**src/rtl/mmu_tlb.sv**
```systemverilog
// mmu_tlb: 16-entry fully-associative joint TLB (even/odd page pairs) with CP0 tlbwi/tlbr/tlbp and fetch/data translation.
// Ports: clk/rst (sync, active-high); tlbwi_en/tlbr_en/tlbp_en + cp0_index/entryhi/entrylo0/entrylo1 in;
//   tlb_index/entryhi/entrylo0/entrylo1 out; inst_req/inst_vaddr -> inst_paddr/inst_refill/inst_invalid;
//   data_req/data_we/data_vaddr/data_pc -> data_paddr/data_uncached/d_refill/d_invalid/d_modify/tlbexc_pc.
// Optional: define TLB_TLBWR_EN to add tlbwr_en and a decrementing random-index register.
module mmu_tlb #(
   parameter int TLBNUM = 16
) (
   input  logic        clk,
   input  logic        rst,
`ifdef TLB_TLBWR_EN
   input  logic        tlbwr_en,
`endif
   input  logic        tlbwi_en,
   input  logic        tlbr_en,
   input  logic        tlbp_en,
   input  logic [31:0] cp0_index,
   input  logic [31:0] cp0_entryhi,
   input  logic [31:0] cp0_entrylo0,
   input  logic [31:0] cp0_entrylo1,
   output logic [31:0] tlb_index,
   output logic [31:0] tlb_entryhi,
   output logic [31:0] tlb_entrylo0,
   output logic [31:0] tlb_entrylo1,
   input  logic        inst_req,
   input  logic [31:0] inst_vaddr,
   output logic [31:0] inst_paddr,
   output logic        inst_refill,
   output logic        inst_invalid,
   input  logic        data_req,
   input  logic        data_we,
   input  logic [31:0] data_vaddr,
   input  logic [31:0] data_pc,
   output logic [31:0] data_paddr,
   output logic        data_uncached,
   output logic        d_refill,
   output logic        d_invalid,
   output logic        d_modify,
   output logic [31:0] tlbexc_pc
);
   localparam int IW = $clog2(TLBNUM);

   logic [18:0] vpn2 [TLBNUM];
   logic [7:0]  asid [TLBNUM];
   logic [19:0] pfn0 [TLBNUM];
   logic [19:0] pfn1 [TLBNUM];
   logic [2:0]  c0   [TLBNUM];
   logic [2:0]  c1   [TLBNUM];
   logic        g    [TLBNUM];
   logic        d0   [TLBNUM];
   logic        d1   [TLBNUM];
   logic        v0   [TLBNUM];
   logic        v1   [TLBNUM];

   logic [TLBNUM-1:0] i_vec, d_vec, p_vec;
   logic [IW-1:0] i_idx, d_idx, p_idx, r_idx, widx;
   logic [19:0] i_pfn, d_pfn;
   logic [2:0] d_c;
   logic i_hit, d_hit, p_hit, i_unm, d_unm, i_v, d_v, d_d, we;
   logic unused;

   assign unused = ^{cp0_index[31:IW], cp0_entryhi[12:8], cp0_entrylo0[31:26], cp0_entrylo1[31:26], inst_vaddr[29]};

   // lowest matching index wins
   function automatic logic [IW-1:0] first(input logic [TLBNUM-1:0] v);
      logic [IW-1:0] r;
      r = '0;
      for (int k = TLBNUM - 1; k >= 0; k--)
         if (v[k]) r = IW'(k);
      return r;
   endfunction

   for (genvar e = 0; e < TLBNUM; e++) begin : g_match
      assign i_vec[e] = vpn2[e] == inst_vaddr[31:13] && (g[e] || asid[e] == cp0_entryhi[7:0]);
      assign d_vec[e] = vpn2[e] == data_vaddr[31:13] && (g[e] || asid[e] == cp0_entryhi[7:0]);
      assign p_vec[e] = vpn2[e] == cp0_entryhi[31:13] && (g[e] || asid[e] == cp0_entryhi[7:0]);
   end

   assign i_idx = first(i_vec);
   assign d_idx = first(d_vec);
   assign p_idx = first(p_vec);
   assign i_hit = |i_vec;
   assign d_hit = |d_vec;
   assign p_hit = |p_vec;
   assign i_unm = inst_vaddr[31:30] == 2'b10;
   assign d_unm = data_vaddr[31:30] == 2'b10;
   assign i_pfn = inst_vaddr[12] ? pfn1[i_idx] : pfn0[i_idx];
   assign i_v   = inst_vaddr[12] ? v1[i_idx] : v0[i_idx];
   assign d_pfn = data_vaddr[12] ? pfn1[d_idx] : pfn0[d_idx];
   assign d_v   = data_vaddr[12] ? v1[d_idx] : v0[d_idx];
   assign d_d   = data_vaddr[12] ? d1[d_idx] : d0[d_idx];
   assign d_c   = data_vaddr[12] ? c1[d_idx] : c0[d_idx];
   assign r_idx = cp0_index[IW-1:0];

`ifdef TLB_TLBWR_EN
   logic [IW-1:0] rnd;
   always_ff @(posedge clk)
      rnd <= (rst || rnd == '0) ? IW'(TLBNUM - 1) : rnd - IW'(1);
   assign we   = tlbwi_en | tlbwr_en;
   assign widx = tlbwi_en ? r_idx : rnd;
`else
   assign we   = tlbwi_en;
   assign widx = r_idx;
`endif

   always_ff @(posedge clk)
      if (rst)
         for (int k = 0; k < TLBNUM; k++) begin
            vpn2[k] <= '0;
            asid[k] <= '0;
            pfn0[k] <= '0;
            pfn1[k] <= '0;
            c0[k]   <= '0;
            c1[k]   <= '0;
            g[k]    <= 1'b0;
            d0[k]   <= 1'b0;
            d1[k]   <= 1'b0;
            v0[k]   <= 1'b0;
            v1[k]   <= 1'b0;
         end
      else if (we) begin
         vpn2[widx] <= cp0_entryhi[31:13];
         asid[widx] <= cp0_entryhi[7:0];
         pfn0[widx] <= cp0_entrylo0[25:6];
         pfn1[widx] <= cp0_entrylo1[25:6];
         c0[widx]   <= cp0_entrylo0[5:3];
         c1[widx]   <= cp0_entrylo1[5:3];
         d0[widx]   <= cp0_entrylo0[2];
         d1[widx]   <= cp0_entrylo1[2];
         v0[widx]   <= cp0_entrylo0[1];
         v1[widx]   <= cp0_entrylo1[1];
         g[widx]    <= cp0_entrylo0[0] & cp0_entrylo1[0];
      end

   always_ff @(posedge clk)
      if (rst) begin
         tlb_index     <= '0;
         tlb_entryhi   <= '0;
         tlb_entrylo0  <= '0;
         tlb_entrylo1  <= '0;
         inst_paddr    <= '0;
         inst_refill   <= 1'b0;
         inst_invalid  <= 1'b0;
         data_paddr    <= '0;
         data_uncached <= 1'b0;
         d_refill      <= 1'b0;
         d_invalid     <= 1'b0;
         d_modify      <= 1'b0;
         tlbexc_pc     <= '0;
      end else begin
         inst_refill  <= inst_req & ~i_unm & ~i_hit;
         inst_invalid <= inst_req & ~i_unm & i_hit & ~i_v;
         d_refill     <= data_req & ~d_unm & ~d_hit;
         d_invalid    <= data_req & ~d_unm & d_hit & ~d_v;
         d_modify     <= data_req & ~d_unm & d_hit & d_v & ~d_d & data_we;
         if (inst_req)
            inst_paddr <= i_unm ? {3'b0, inst_vaddr[28:0]} : {i_pfn, inst_vaddr[11:0]};
         if (data_req) begin
            data_paddr    <= d_unm ? {3'b0, data_vaddr[28:0]} : {d_pfn, data_vaddr[11:0]};
            data_uncached <= d_unm ? data_vaddr[29] : d_c == 3'd2;
            tlbexc_pc     <= data_pc;
         end
         if (tlbp_en)
            tlb_index <= {~p_hit, {(31 - IW){1'b0}}, p_idx};
         if (tlbr_en) begin
            tlb_entryhi  <= {vpn2[r_idx], 5'b0, asid[r_idx]};
            tlb_entrylo0 <= {6'b0, pfn0[r_idx], c0[r_idx], d0[r_idx], v0[r_idx], g[r_idx]};
            tlb_entrylo1 <= {6'b0, pfn1[r_idx], c1[r_idx], d1[r_idx], v1[r_idx], g[r_idx]};
         end
      end
endmodule

```
**config.mk**
```make
export PLATFORM = sky130hd
export DESIGN_NAME = mmu_tlb
export DESIGN_NICKNAME = d
export VERILOG_FILES = /design/src/rtl/mmu_tlb.sv
export SDC_FILE = /design/constraint.sdc
export NUM_CORES = 2
export LEC_CHECK = 0
export ABC_CLOCK_PERIOD_IN_PS = 10400
export CAP_MARGIN = 40
export CELL_PAD_IN_SITES_DETAIL_PLACEMENT = 2
export CELL_PAD_IN_SITES_GLOBAL_PLACEMENT = 2
export CORE_MARGIN = 3
export CORE_UTILIZATION = 30
export DETAILED_ROUTE_END_ITERATION = 10
export PLACE_DENSITY_LB_ADDON = 0.2
export SLEW_MARGIN = 0
export SYNTH_ARGS = -nofsm -noshare
export SYNTH_HDL_FRONTEND = slang
export SYNTH_SLANG_ARGS = --single-unit
```
**constraint.sdc**
```tcl
create_clock -name clk -period 10.4 [get_ports clk]
set_input_delay 1.56 -clock clk [delete_from_list [all_inputs] [get_ports clk]]
set_output_delay 1.56 -clock clk [all_outputs]
set_load 0.02 [all_outputs]
```
; ---- Word-level counts from Yosys, hierarchy flattened
; Memory sizes are Yosys's and may differ from the RTL's. A register that Yosys moved wholly into a read port is not among the register bits.
; Cells that the tools add are included.
[classes]
n_addsub = 0
shift = 0
bitwise_logic = 20
div_mod_pow = 0
n_reduce_logical = 78
order_cmp = 0
eq_ne = 67
n_mux = 95
mul = 0
[op_table]
columns = cell, count
row1 = $eq A19 B19 Y1, 48
row2 = $mux W4, 59
row3 = $eq A8 B8 Y1, 16
row4 = $mux W20, 4
row5 = $mux W32, 2
row6 = $logic_and A1 B1 Y1, 48
row7 = $reduce_or A16 Y1, 3
row8 = $reduce_or A20 Y1, 2
row9 = $mux W1, 25
row10 = $mux W19, 1
row11 = $reduce_or A19 Y1, 1
row12 = $logic_or A1 B1 Y1, 16
row13 = $and A1 B1 Y1, 12
row14 = $mux W3, 3
row15 = $mux W8, 1
row16 = $not A1 Y1, 8
row17 = $reduce_or A8 Y1, 1
row18 = $reduce_or A3 Y1, 2
row19 = $reduce_or A1 Y1, 5
row20 = $eq A2 B2 Y1 const B, 2
row21 = $eq A3 B2 Y1 const B, 1
[totals]
output_inout_bits = 230
ff_bits = 159
mem_count = 11
input_bits = 232
latch_bits = 0
wordCells = 283
mem_bits_ro = 0
ramBits = 1248
[memory_table]
columns = memory, depth, word_bits, read_ports, rd_ports_with_merged_regs, write_ports, line
row1 = pfn0, 16, 20, 3, 1, 16, 45  ; logic [19:0] pfn0 [TLBNUM];
row2 = pfn1, 16, 20, 3, 1, 16, 46  ; logic [19:0] pfn1 [TLBNUM];
row3 = vpn2, 16, 19, 17, 1, 16, 43  ; logic [18:0] vpn2 [TLBNUM];
row4 = asid, 16, 8, 17, 1, 16, 44  ; logic [7:0] asid [TLBNUM];
row5 = c0, 16, 3, 2, 1, 16, 47  ; logic [2:0] c0 [TLBNUM];
row6 = c1, 16, 3, 2, 1, 16, 48  ; logic [2:0] c1 [TLBNUM];
row7 = 5 more memories, -, -, -, -, -, -

; ---- Longest topological paths before layout
; An unclocked memory read counts as a cell.
[depth]
ltp_word = 25
mapped_depth = 20
ltp_nobuf = 13

; ---- Worst setup path before layout
; No wires, ideal clock.
[synth_path]
kind = input to register
startpoint = in cp0_index[0]
endpoint = mem asid[13][0], enable pin
setup_time_ns = 0.622
required_ns = 9.778
setup_slack_ns = 1.260
cell_stages = 5
path_buffers = 3
t_arrival_ns = 8.518
path_cell_list = clkbuf_1 buf_1 buf_1 nand2_1 o21ai_0
[synth_rtl]
columns = item, line
row1 = from (decl), 17  ; input logic [31:0] cp0_index,
row2 = to (decl), 44

; ---- Final worst setup path
[layout_path]
startpoint = in cp0_entryhi[0]
endpoint = reg data_paddr[26]
[layout_between]
elab_chain_len = 22
word_cells_on_any_way = 68
cone_classes = 16 x eq/ne / 18 x mux / 32 x reduce/logical / 2 x memory
[layout_rtl]
columns = item, line
row1 = from (decl), 18  ; input logic [31:0] cp0_entryhi,
row2 = $eq A8 B8 Y1, 75  ; assign d_vec[e] = vpn2[e] == data_vaddr[31:13] && (g[e] || asid[e] == cp0_entryhi[7:0]);
row3 = $logic_or A1 B1 Y1, 75
row4 = $logic_and A1 B1 Y1, 75
row5 = $mux W4 (15 in a row), 69  ; if (v[k]) r = IW'(k);
row6 = $mux W4 *, 69
row7 = "$mem_v2 Z16 W20, on equally long branches", -
row8 = $mux W20 *, 89  ; assign d_pfn = data_vaddr[12] ? pfn1[d_idx] : pfn0[d_idx];
row9 = $mux W32 *, 159  ; data_paddr <= d_unm ? {3'b0, data_vaddr[28:0]} : {d_pfn, data_vaddr[11:0]};
row10 = to (signal assigned), 159
row11 = to (decl), 34  ; output logic [31:0] data_paddr,
; Mark *: on every way between the ends. The rest lies on a longest branch, timed or not.
; A chain may end at the register's enable or synchronous reset.

==> qor.yml <==
path_class: "input pin to register"
rows: 197
grt_first_pass_wirelength_um: 613200
grt_max_degree: 113
h-tree-depth: 4
synth_warnings: 0
fin_skew_ps: 38.46
maxSlewViolCount: 0
synth.avg_cell_area_um2: 11.80
cp.arrival_ps: 8430
fmax_mhz: 129.7
fin_crit_sh_pct: 74.16
timing.slew.headroom_pct: 17.38
worstReg2RegEnd: "data_paddr[26]"
drcViolationCount: 0
yosys.area.top_type: "edfxtp_1"
postCtsHoldBufs: 0
ys_seq_area_share_pct: 47.07
cts_buffer_depth: 4
synthFlopType: "edfxtp_1"
synthTopCellsByCount: "1248 x edfxtp_1, 1240 x and2_1, 642 x xor2_1"
wl_per_cell_um: 38.74
path_clk_slew_ps: 60
status: "finished, final reports clean"
ios: 462
antenna_left: 0
netlist_area_um2: 87480
p_leak_nw: 34.77
ys_types: 81
synth_top_area_share_pct: 42.84
worst-r2r-setup-slack_ps: 3920
area_growth_pct: 16.85
synth_edf_count: 1248
postLayoutCoreUtil_pct: 35.36
powerDensity_nw_per_um2: 155.5
wl_um: 450800
drive_above_1_share_pct: 14.23
synth_area_leaders: "edfxtp_1 43%, mux4_2 10%, and2_1 8.9%"
grt.overflow.total: 0
setup_viol: 0
die-area_um2: 298100
clock_sinks: 1433
setup_tns_ps: 0
antenna_found_initial: 72
layout.nets: 7805
vias: 68790
post_cts_resized: 0
endpoint_kind: "register"
avgViaCountPerCell: 5.911
hold_depth: 2
port_buffers: 372
clock_latency_ps: 900
hold_violations: 0
gr-usage-all-layers_pct: 29.22
initial_core_util_pct: 30.26
cts_tree: "yes"
root_buffer: "clkbuf_16"
gp_congestion: 0.9533
p_total_mw: 15.90
crit_path_max_fanout: 53
drt_pass1_iterations: 6
grt_pass1_vias: 70750
hold_start: "tlb_index[31]"
synthMostInstantiatedCell: "edfxtp_1"
worst_slew_pin_slew_ps: 1239
ys_ff_latch: 1433
peakVddDrop_uv: 115.9
numCtsBuffers: 189
core_area_um2: 289100
syn_inst: 7413
rr_startpoint: "asid[1][4]"
post-route-min-period_ps: 7712
synthArstFlopShare_pct: 0
hpwlAfterDp_um: 295600
rsz0062_at_grt: "no"
fp.dieW_um: 546.0
startpoint_type: "input pin"
reg2regPathDepth: 15
hold_path_class: "register to register"
cap_violations: 0
first_iter_violations: 8668
worstPathRequired_ps: 11120
die_h_um: 546.0
cts_setup_buffers: 0
holdPathEnd: "tlb_index[31]"
-- cells by family after synthesis --
kind of cell	count (synthesis)	synth area share, %
mux	1012	17.26
flops	1433	47.07
buf+inv	752	3.950
other cells	1	0.004287
compound gates	609	5.199
simple gates	2566	16.10
xor+xnor	1040	10.41
-- metal layers --
| metal | track usage, % | wire (µm) | share of wire (%) | vias up |
|---|---|---|---|---|
| li1 | - | - | - | 27340 |
| met1 | 39.87 | 190600 | 42 | 36880 |
| met2 | 45.48 | 200600 | 44 | 3644 |
| met3 | 5.376 | 37660 | 8.4 | 900 |
| met4 | 12.12 | 21780 | 4.8 | 28 |
| met5 | 0 | 183 | 0.041 | - |
-- flip-flops by register name, indices dropped and copies added (netlist names) --
name,cells
inst_paddr,32
tlb_entrylo1,26
inst_invalid,1
c1,48
tlb_entrylo0,25
pfn1,320
g,16
asid,128
c0,48
tlb_entryhi,27
d0,16
tlbexc_pc,32
vpn2,304
data_paddr,32
d1,16
d_modify,1
d_refill,1
d_invalid,1
v1,16
inst_refill,1
v0,16
data_uncached,1
pfn0,320
tlb_index,5
-- worst max-delay path, stage by stage --
cell and delay [ps]:
clkdlybuf4s50_1 960, buf_4 400, xor2_1 210, nor4_1 80, a41o_1 520, and3_1 320, or4_1 780, a31oi_4 580
nor2_4 40, buf_4 330, nor2_4 440, buf_12 440, a22oi_1 200, a22oi_1 1000, and3_1 350, a2111oi_2 60
-- where the power goes --
group          switching [mW]  internal, mW  total [mW]
clock                    2.79          3.81        6.60
sequential              0.410          6.61        7.02
combinational            1.39         0.883        2.28
-- worst max-delay path by stage --
stage | depth (start not counted) | slack (ps) | end | start
2_1_floorplan | 5 | 1260 | asid[13][0] | cp0_index[0]
3_3_place_gp | 16 | 1450 | data_paddr[20] | cp0_entryhi[1]
3_5_place_dp | 16 | 2040 | data_paddr[20] | cp0_entryhi[2]
4_1_cts | 16 | 2970 | data_paddr[20] | cp0_entryhi[2]
5_1_grt | 16 | 2740 | data_paddr[26] | cp0_entryhi[2]
6_report | 16 | 2690 | data_paddr[26] | cp0_entryhi[0]
-- stage by stage --
stage,setup slack (ps),hold WS (ps),area (µm²),std cells
6_report,2688,458.8,102200,11640
5_1_grt,2737,499.0,102200,11620
4_1_cts,2970,464.5,102100,11610
3_5_place_dp,2044,456.6,96110,11260
3_3_place_gp,1453,444.5,95180,11210
2_1_floorplan,1260,533.7,87640,7456
-- placed cells by master, fill, tap and decap left out, drive strengths merged, types with 14 or more instances in the layout --
cell | Yosys | final
diode | 0 | 26
a211oi | 30 | 30
mux2i | 603 | 603
a221oi | 75 | 75
and3 | 45 | 45
o21ai | 38 | 38
xnor2 | 398 | 398
nor3 | 55 | 55
nand3 | 146 | 146
nor2 | 242 | 242
nand4 | 111 | 111
nand2b | 14 | 14
clkdlybuf4s50 | 0 | 329
edfxtp | 1248 | 1248
dfxtp | 185 | 185
conb | 1 | 44
nor4 | 170 | 170
a21oi | 87 | 87
clkinv | 0 | 66
clkbuf | 445 | 267
mux4 | 396 | 396
buf | 295 | 336
xor2 | 642 | 642
and2 | 1241 | 1241
a31oi | 96 | 96
a32oi | 71 | 71
inv | 12 | 18
a22oi | 98 | 98
nand2 | 484 | 484
-- cell type report --
type	instances	area, µm²
clock inverters	83	621.8
diodes	26	65.06
flip-flops and latches	1433	41180
clock buffers	266	5409
well taps	3880	4855
fillers	29950	186900
repair buffers	666	6619
inverters	12	45.04
multi-input cells	5271	43430
No activity file was read; power rests on OpenSTA's default activity.
